$ cat src/rtl/fir_acc.sv
// Accumulates NUM_PROD signed partial products per FIR output sample, then shifts, range-limits and strobes it out.
// Optional build macro FIR_ACC_SAT_EN: saturate on range overflow (default build wraps to OUT_WIDTH bits).
module fir_acc #(
    parameter int WIDTH     = 16,
    parameter int NUM_PROD  = 4,
    parameter int ACC_WIDTH = 24,
    parameter int OUT_WIDTH = 16,
    parameter int SHIFT     = 4
) (
    input  logic                 iClk12M,
    input  logic                 iRst,
    input  logic                 iClear,
    input  logic                 iMulValid,
    input  logic [WIDTH-1:0]     iMul,
    output logic [OUT_WIDTH-1:0] oFirOut,
    output logic                 oFirValid,
    output logic                 oBusy,
    output logic                 oOvf
);

    localparam int CNT_W = $clog2(NUM_PROD + 1);
    localparam logic [CNT_W-1:0] CNT_ONE  = CNT_W'(1);
    localparam logic [CNT_W-1:0] CNT_LAST = CNT_W'(NUM_PROD);
    localparam longint OUT_MAX_L = (longint'(1) <<< (OUT_WIDTH - 1)) - longint'(1);
    localparam longint OUT_MIN_L = -(longint'(1) <<< (OUT_WIDTH - 1));
    localparam logic [OUT_WIDTH-1:0] OUT_MAX_V = {1'b0, {(OUT_WIDTH-1){1'b1}}};
    localparam logic [OUT_WIDTH-1:0] OUT_MIN_V = {1'b1, {(OUT_WIDTH-1){1'b0}}};

    typedef enum logic [1:0] {
        S_IDLE = 2'd0,
        S_ACC  = 2'd1,
        S_OUT  = 2'd2
    } state_t;

    state_t                       state_q, state_d;
    logic signed [ACC_WIDTH-1:0]  acc_q, acc_d;
    logic [CNT_W-1:0]             cnt_q, cnt_d;
    logic [OUT_WIDTH-1:0]         out_q, out_d;
    logic                         valid_q, valid_d;
    logic                         busy_q, busy_d;
    logic                         ovf_q, ovf_d;

    logic signed [WIDTH-1:0]      mul_s;
    logic signed [ACC_WIDTH-1:0]  mul_ext_s;
    logic signed [ACC_WIDTH-1:0]  shifted_s;
    logic                         over_s, under_s;
    logic [OUT_WIDTH-1:0]         limited_s;

    assign mul_s     = iMul;
    assign mul_ext_s = ACC_WIDTH'(mul_s);
    assign shifted_s = acc_q >>> SHIFT;
    assign over_s    = longint'(shifted_s) > OUT_MAX_L;
    assign under_s   = longint'(shifted_s) < OUT_MIN_L;

    // Range limiting of the shifted sum
    always_comb begin
`ifdef FIR_ACC_SAT_EN
        if (over_s) begin
            limited_s = OUT_MAX_V;
        end else if (under_s) begin
            limited_s = OUT_MIN_V;
        end else begin
            limited_s = OUT_WIDTH'(shifted_s);
        end
`else
        limited_s = OUT_WIDTH'(shifted_s);
`endif
    end

    // Next-state logic; iClear overrides any product arriving in the same cycle
    always_comb begin
        state_d = state_q;
        acc_d   = acc_q;
        cnt_d   = cnt_q;
        out_d   = out_q;
        valid_d = 1'b0;
        ovf_d   = ovf_q;
        if (iClear) begin
            state_d = S_IDLE;
            acc_d   = '0;
            cnt_d   = '0;
            ovf_d   = 1'b0;
        end else begin
            case (state_q)
                S_IDLE: begin
                    if (iMulValid) begin
                        acc_d   = mul_ext_s;
                        cnt_d   = CNT_ONE;
                        state_d = (CNT_ONE == CNT_LAST) ? S_OUT : S_ACC;
                    end else begin
                        state_d = S_IDLE;
                    end
                end
                S_ACC: begin
                    if (iMulValid) begin
                        acc_d   = acc_q + mul_ext_s;
                        cnt_d   = cnt_q + CNT_ONE;
                        state_d = ((cnt_q + CNT_ONE) == CNT_LAST) ? S_OUT : S_ACC;
                    end else begin
                        state_d = S_ACC;
                    end
                end
                S_OUT: begin
                    out_d   = limited_s;
                    valid_d = 1'b1;
                    ovf_d   = ovf_q | over_s | under_s;
                    // A product arriving now opens the next sample without a bubble
                    if (iMulValid) begin
                        acc_d   = mul_ext_s;
                        cnt_d   = CNT_ONE;
                        state_d = (CNT_ONE == CNT_LAST) ? S_OUT : S_ACC;
                    end else begin
                        acc_d   = '0;
                        cnt_d   = '0;
                        state_d = S_IDLE;
                    end
                end
                default: begin
                    state_d = S_IDLE;
                    acc_d   = '0;
                    cnt_d   = '0;
                end
            endcase
        end
    end

    assign busy_d = (state_d == S_ACC);

    // State and output registers
    always_ff @(posedge iClk12M or posedge iRst) begin
        if (iRst) begin
            state_q <= S_IDLE;
            acc_q   <= '0;
            cnt_q   <= '0;
            out_q   <= '0;
            valid_q <= 1'b0;
            busy_q  <= 1'b0;
            ovf_q   <= 1'b0;
        end else begin
            state_q <= state_d;
            acc_q   <= acc_d;
            cnt_q   <= cnt_d;
            out_q   <= out_d;
            valid_q <= valid_d;
            busy_q  <= busy_d;
            ovf_q   <= ovf_d;
        end
    end

    assign oFirOut   = out_q;
    assign oFirValid = valid_q;
    assign oBusy     = busy_q;
    assign oOvf      = ovf_q;

endmodule

$ cat config.mk
export PLATFORM = sky130hd
export DESIGN_NAME = fir_acc
export DESIGN_NICKNAME = d
export VERILOG_FILES = /design/src/rtl/fir_acc.sv
export SDC_FILE = /design/constraint.sdc
export NUM_CORES = 1
export LEC_CHECK = 0
export ABC_AREA = 1
export CORE_MARGIN = 2
export CORE_UTILIZATION = 55
export CTS_BUF_LIST = sky130_fd_sc_hd__clkbuf_8
export CTS_CLUSTER_DIAMETER = 60
export DETAILED_ROUTE_END_ITERATION = 8
export GPL_TIMING_DRIVEN = 0
export HOLD_SLACK_MARGIN = 0.08
export MAX_ROUTING_LAYER = met4
export PLACE_DENSITY = 0.78
export SLEW_MARGIN = 20
export SYNTH_ARGS = -nofsm -noshare
export SYNTH_HDL_FRONTEND = slang
export SYNTH_SLANG_ARGS = --single-unit
$ cat constraint.sdc
create_clock -name iClk12M -period 2.5 [get_ports iClk12M]
set_input_delay 0.5 -clock iClk12M [delete_from_list [all_inputs] [get_ports iClk12M]]
set_output_delay 0.5 -clock iClk12M [all_outputs]
set_load 0.01 [all_outputs]
* After elaboration in Yosys (flattened, before gate mapping) *
Cells that the tools add are included.

operators by class
  add/sub/neg operators = 2
  multipliers = 0
  divide/modulo/power cells = 0
  magnitude comparators = 2
  equal/unequal tests = 6
  shift operators = 0
  muxes and demuxes = 19
  bitwise operators = 3
  reduce and logical (&&, ||, !) cells = 5

operators by type and width
  cell                                                                               number
  24-bit 2-to-1 mux                                                                  4
  24-bit case mux with 3 select lines                                                1
  24-bit by 16-bit adder with 24-bit output                                          1
  20-bit by 16-bit greater-than comparator with 1-bit output, second input constant  1
  20-bit by 16-bit < comparator with 1-bit output, second input constant             1
  3-bit 2-to-1 mux                                                                   3
  3-bit case mux with 3 select lines                                                 1
  1-bit 2-to-1 mux                                                                   6
  2-bit 2-to-1 mux                                                                   3
  3-bit != test, second input constant                                               2
  2-bit by 1-bit == test with 1-bit output, second input constant                    2
  2-bit case mux with 2 select lines                                                 1
  2-bit AND reduction                                                                2
  3-bit by 1-bit adder with 3-bit output, second input constant                      1
  3-bit == test, second input constant                                               1
  2-bit == test, second input constant                                               1
  2-bit logical NOT                                                                  1
  1-bit bitwise OR                                                                   2
  2-bit nonzero test                                                                 1
  2-bit OR reduction                                                                 1
  1-bit NOT                                                                          1

storage, ports and cells
  bits in registers = 48
  bits in latches = 0
  RAM bits = 0
  bits in read-only memories = 0
  input bits = 20
  memories = 0

* Longest topological paths before layout *
Gate-level depths: netlist (run 1).

  word-level depth = 7
  gate-level depth with buffers = 14

* Worst setup path after synthesis (run 1) *
No wires, ideal clock.

  path kind = input to register
  start point = input port iMul[0]
  end point = register acc_q[16]
  setup time = 0.116 ns
  arrival = 1.904 ns
  data required time = 2.384 ns
  path slack = 0.480 ns
  stages on the path = 13
  cell sequence = ha_1 fa_1 nand2_1 nand2_1 and2_2 nand2_1 nand2_1 nand2_1 nand3b_1 nand3_1 nand2_1 nand2_1 nand2_1

between the ends
  word-level cells in the longest chain between the ends = 4

ends and longest elaborated chain
  element                                    line  RTL
  start, declared                            14    input logic [WIDTH-1:0] iMul,
  24-bit by 16-bit adder with 24-bit output  96    acc_d = acc_q + mul_ext_s;
  24-bit 2-to-1 mux                          95    if (iMulValid) begin
  24-bit case mux with 3 select lines        84    case (state_q)
  24-bit 2-to-1 mux                          78    if (iClear) begin
  end signal, assigned                       133   acc_q <= '0;
  end signal, assigned                       141   acc_q <= acc_d;
  end, declared                              36    logic signed [ACC_WIDTH-1:0] acc_q, acc_d;

No other way between the ends. The select of a mux whose other input is x is not followed.
A chain may end at the register's enable or synchronous reset.

* Worst setup path after layout (run 1) *
Ends and elaborated chain as after synthesis.

==> impl_metrics.ini, run 1 <==
[sta]
slew_viol_final = 0
fmax_mhz = 428
setup_viol = 0
slew_headroom_pct = 56.6
worstMarginPinSlew_ns = 0.650
layout_min_cycle_time_ns = 2.33
rsz0062_at_grt = no
finalHoldViolCount = 0
fin_skew_ns = 0.0179
setup_ws_ns = 0.166
post-route-period-util_pct = 93.3

[die]
die_y_um = 87.6
core_um2 = 6790
die_w_um = 87.6
rows = 30
pin_count = 39
die-area_um2 = 7680
initial_utilization_pct = 56.6

[global_routing]
grt_overflow = 0
antenna_found_initial = 0
grt_max_degree = 32
grt_usage_pct = 29.1
grt_pass1_wl_um = 17000
grt_pass1_vias = 3691

[yosys]
synth.top_cell.area_share_pct = 31.2
ys_seq_elements = 48
syn_area_um2 = 3850
synth.avg_cell_area_um2 = 6.35
yosys-top-cells-area = dfrtp_1 (31%), nand2_1 (26%), inv_1 (9.1%)
synth_edf_count = 0
yosys-top-cells-count = nand2_1 (268), inv_1 (93), dfrtp_1 (48), nand3_1 (29), nor2_1 (28)
post_synth_inst_count = 606
ys_types = 37
synthFlopType = dfrtp_1
yosysSeqAreaShare_pct = 31.2
syn_nets = 652
synth_async_sr_flop_share_pct = 100
yosysWarnings = 0
yosysTopAreaCell = dfrtp_1
synth_most_common_cell = nand2_1

[route]
wl_per_cell_um = 13.4
routed.top_layer = met4
ant_nets = 0
met1_length_um = 4620
routed_via_density = 5.21
wirelength_um = 10000
vias = 3902
dr.pass1.iters = 5
drtIter0Drc = 274
route.met3.wl_um = 462
route.detailed.drc = 0
wl_met2_um = 4640

[pwr]
pwr-share-seq_pct = 37.6
leakagePower_uw = 0.00254
p_comb_share_pct = 37.3
p_sw_uw = 895
p_total_uw = 2340
power_per_cell_area_nw_per_um2 = 520
p_clk_share_pct = 25.1
peakVddDrop_mv = 0.315
swShare_pct = 38.2
p_int_uw = 1440

[setup_path]
critPathArrivalTime_ns = 2.54
end_kind = register
cp.required_ns = 2.71
path_class = in -> reg
start_kind = input pin
crit_fanout = 4

[placed_design]
placed_area_um2 = 4370
post-place-ws_ns = -0.239
portBuffers = 38
dp_hpwl_um = 8070
routabilityCongestion = 0.961

[cts]
root_buffer = clkbuf_8
numCtsBuffers = 5
clk_latency_ns = 0.31
cts.sinks = 48
cts-resized-gates = 0
h-tree-depth = 2
cts_setup_buffers = 0
clk_pin_slew_ns = 0.09
cts_tree = yes
cts_buffer_depth = 2
hold_buffers = 0

[cells_and_area]
antennaDiodeCount = 0
nets = 698
drive_above_1_share_pct = 7.50
nFillCells = 625
area_growth_pct = 16.9
stdcell_area_um2 = 4500

[run_status]
status = finished, final reports clean

[job]
maxCapViolCount = 0

[min_path]
holdCritPathClass = in -> async
-- per-layer routing --
layer  track usage [%]  up-vias
li1                  -     1972
met1              38.4     1803
met2              46.0      109
met3              4.05       18
met4              9.65        0
met5                 -        -
-- power groups by stage --
stage	combinational (uW)	sequential, uW	clock (uW)
2_1_floorplan	628	882	0
3_3_place_gp	833	893	0
3_5_place_dp	857	895	0
4_1_cts	861	880	598
5_1_grt	993	888	626
6_report	873	880	587
-- cell type report --
class / count / area (um^2) / area share (%)
sequential: 48 / 1200 / 26.7
clock inverter: 3 / 46.3 / 1.03
multi-input combinational: 452 / 2240 / 49.7
clock buffer: 5 / 68.8 / 1.53
timing repair buffer: 39 / 403 / 8.96
inverter: 98 / 368 / 8.18
tap: 96 / 120 / 2.67
buffer: 8 / 53.8 / 1.20
-- worst max-delay path: stages --
cell	delay [ns]
clkdlybuf4s50_1	0.44
ha_2	0.23
fa_2	0.37
nand2_1	0.09
nand2_1	0.07
and2_2	0.20
nand2_1	0.07
nand2_1	0.10
nand2_1	0.11
nand3b_1	0.08
nand3_1	0.11
nand2_1	0.06
nand2_1	0.06
nand2_1	0.04
-- kinds of logic after synthesis --
family / share of synthesized area, %
AND/OR/NAND/NOR: 39.3
AO/OA/AOI/OAI: 8.98
flip-flops: 31.2
buffers and inverters: 11.0
adder cells (fa/ha/maj): 8.65
XOR/XNOR: 0.911
-- flip-flops by register name (all words and copies together) (netlist names) --
name	flops
cnt_q	3
oOvf	1
oFirValid	1
state_q	2
oFirOut	16
acc_q	24
oBusy	1
-- final timing paths --
path / startpoint / to / slack [ns] / cells after the start
min reg2reg: oFirOut[10] / oFirOut[10] / 0.49 / 2
min: iRst / oFirOut[10] / 0.49 / 2
min in group iClk12M: oFirOut[10] / oFirOut[10] / 0.49 / 2
max reg2reg: acc_q[0] / acc_q[16] / 0.40 / 13
max: iMul[0] / acc_q[16] / 0.17 / 14
max in group asynchronous: iRst / oFirOut[4] / 1.51 / 3
-- layout by cell type, fill, tap and decap left out, drive strengths merged --
master / count
clkinv: 1
clkdlybuf4s50: 37
clkbuf: 6
nor2: 37
a32o: 2
o21ai: 31
nand3b: 4
fa: 1
dfrtp: 48
ha: 25
xnor2: 2
nand2: 277
a22o: 2
dlymetal6s2s: 1
nand3: 31
bufinv: 1
o31ai: 1
dlygate4sd1: 1
o22ai: 1
a21oi: 21
buf: 7
clkinvlp: 1
a22oi: 2
xor2: 2
o41ai: 1
nor3: 4
nand4: 6
and2: 1
inv: 98
a31oi: 1
-- through the flow --
step / TNS (ns) / utilization (%) / cells / hold WS [ns]
2_1_floorplan: 0 / - / 606 / 0.452
3_3_place_gp: -6.17 / 64.0 / 740 / 0.463
3_5_place_dp: -1.84 / 64.3 / 741 / 0.466
4_1_cts: 0 / 66.0 / 749 / 0.490
5_1_grt: 0 / 66.2 / 749 / 0.513
6_report: 0 / 66.2 / 749 / 0.486
Power figures use the tool's default switching activity.
==> run 2: changes to the inputs <==
CORE_UTILIZATION = 60   (was 55)
PLACE_DENSITY = 0.84   (was 0.78)
==> impl_metrics.ini, run 2 (synthesized netlist as in run 1, its figures left out) <==
[route]
route.detailed.drc = 0
dr.pass1.iters = 5
drtIter0Drc = 327
wirelength_um = 10300
routed_via_density = 5.39
vias = 3933
ant_nets = 0
wl_per_cell_um = 14.1

[cells_and_area]
largest-register = acc_q
nFillCells = 552
fin_cells = 730
drive_above_1_share_pct = 7.20
largest_register_ffs = 24
area_growth_pct = 15.9
final_util_pct = 71.1
final_common_cell = nand2_1
mostFrequentLayoutCells = nand2_1 (268), inv_1 (92), dfrtp_1 (48)
nets = 698
multi_input_area_um2 = 2240
seqCellArea_um2 = 1200
antennaDiodeCount = 0

[global_routing]
grt_overflow = 0
grt_max_degree = 26
antenna_found_initial = 0
grt_pass1_wl_um = 17000
grt_pass1_vias = 3688
grt_usage_pct = 31.0

[setup_path]
crit_fanout = 4
end_kind = register
cp.required_ns = 2.71
path_class = in -> reg
r2r_setup_slack_ns = 0.38
start_kind = input pin
critPathArrivalTime_ns = 2.57

[pwr]
p_int_uw = 1370
p_clk_share_pct = 23.1
pwr-share-seq_pct = 38.6
leakagePower_uw = 0.00254
p_sw_uw = 913
p_comb_share_pct = 38.4
p_total_uw = 2280
swShare_pct = 40.0
power_per_cell_area_nw_per_um2 = 512
peakVddDrop_mv = 0.387

[cts]
clk_pin_slew_ns = 0.09
root_buffer = clkbuf_8
cts_tree = yes
hold_buffers = 0
h-tree-depth = 2
cts.sinks = 48
clk_latency_ns = 0.32
cts_buffer_depth = 2
numCtsBuffers = 5

[die]
rows = 29
die-area_um2 = 7070
die_y_um = 84.1
core_um2 = 6280
pin_count = 39
die_w_um = 84.1
initial_utilization_pct = 61.3

[placed_design]
routabilityCongestion = 0.989
dp_cells = 722
dp_hpwl_um = 8280
portBuffers = 38

[sta]
rsz0062_at_grt = no
setup_tns_ns = 0
slew_headroom_pct = 55.0
worstMarginPinSlew_ns = 0.676
finalHoldViolCount = 0
setup_viol = 0
layout_min_cycle_time_ns = 2.36
fmax_mhz = 424
fin_skew_ns = 0.0193
slew_viol_final = 0
holdWs_ns = 0.486
post-route-period-util_pct = 94.3

[run_status]
status = finished, final reports clean

[min_path]
holdCritPathClass = reg -> reg

[job]
maxCapViolCount = 0
run 2: cell types whose count changed in the layout (fill, tap and decap cells not counted):
cell        previous run  this run
clkinv_2               0         1
bufinv_16              1         0
ha_2                   4         1
ha_1                  21        23
clkinvlp_4             1         0
clkbuf_8               5         6
ha_4                   0         1
run 2: stage by stage:
step / setup slack (ns) / area, um^2
CTS: 0.00524 / 4440
floorplan: 0.480 / 3850
finish: 0.143 / 4460
global route: 0.0232 / 4460
global placement: -0.261 / 4320
detailed placement: -0.304 / 4340
run 2: timing repair:
| action | CTS | global route |
|---|---|---|
| setup buffers | 0 | 0 |
| resized for setup | 0 | 4 |
| setup endpoints to repair | 0 | 9 |
| hold endpoints to repair | 0 | 0 |
run 2: final timing paths:
kind	end	startpoint	cells after the start
max	acc_q[16]	iMul[0]	14
min	oFirOut[10]	oFirOut[10]	2
max reg2reg	acc_q[16]	acc_q[0]	13
min reg2reg	oFirOut[10]	oFirOut[10]	2
max in group asynchronous	oFirOut[11]	iRst	3
min in group asynchronous	oFirOut[4]	iRst	2
run 2: critical path, cell delays in order:
cell and delay (ns):
clkdlybuf4s50_1 0.43, ha_2 0.22, fa_2 0.39, nand2_1 0.10, nand2_1 0.10, and2_2 0.22, nand2_1 0.06, nand2_1 0.10
nand2_1 0.13, nand3b_1 0.08, nand3_1 0.08, nand2_1 0.05, nand2_1 0.06, nand2_1 0.04
run 2: cell type report:
class / instances / share of cell area [%]
buffer: 8 / 1.21
clock buffer: 6 / 1.85
clock inverter: 2 / 0.309
inverter: 98 / 8.25
multi-input combinational: 452 / 50.3
sequential: 48 / 26.9
tap: 77 / 2.16
timing repair buffer: 39 / 9.03
run 2: routing by layer:
layer	up-vias	GRT usage, %	wire, um
met3	17	3.36	586
met4	0	10.4	239
li1	1975	-	-
met1	1825	41.9	4690
met5	-	-	0
met2	116	49.1	4810
run 2: power groups by stage:
stage	Combinational, uW	Sequential [uW]	Clock (uW)
floorplan	628	882	0
global route	991	889	550
finish	876	881	527
CTS	860	880	535
global placement	833	893	0
detailed placement	854	896	0
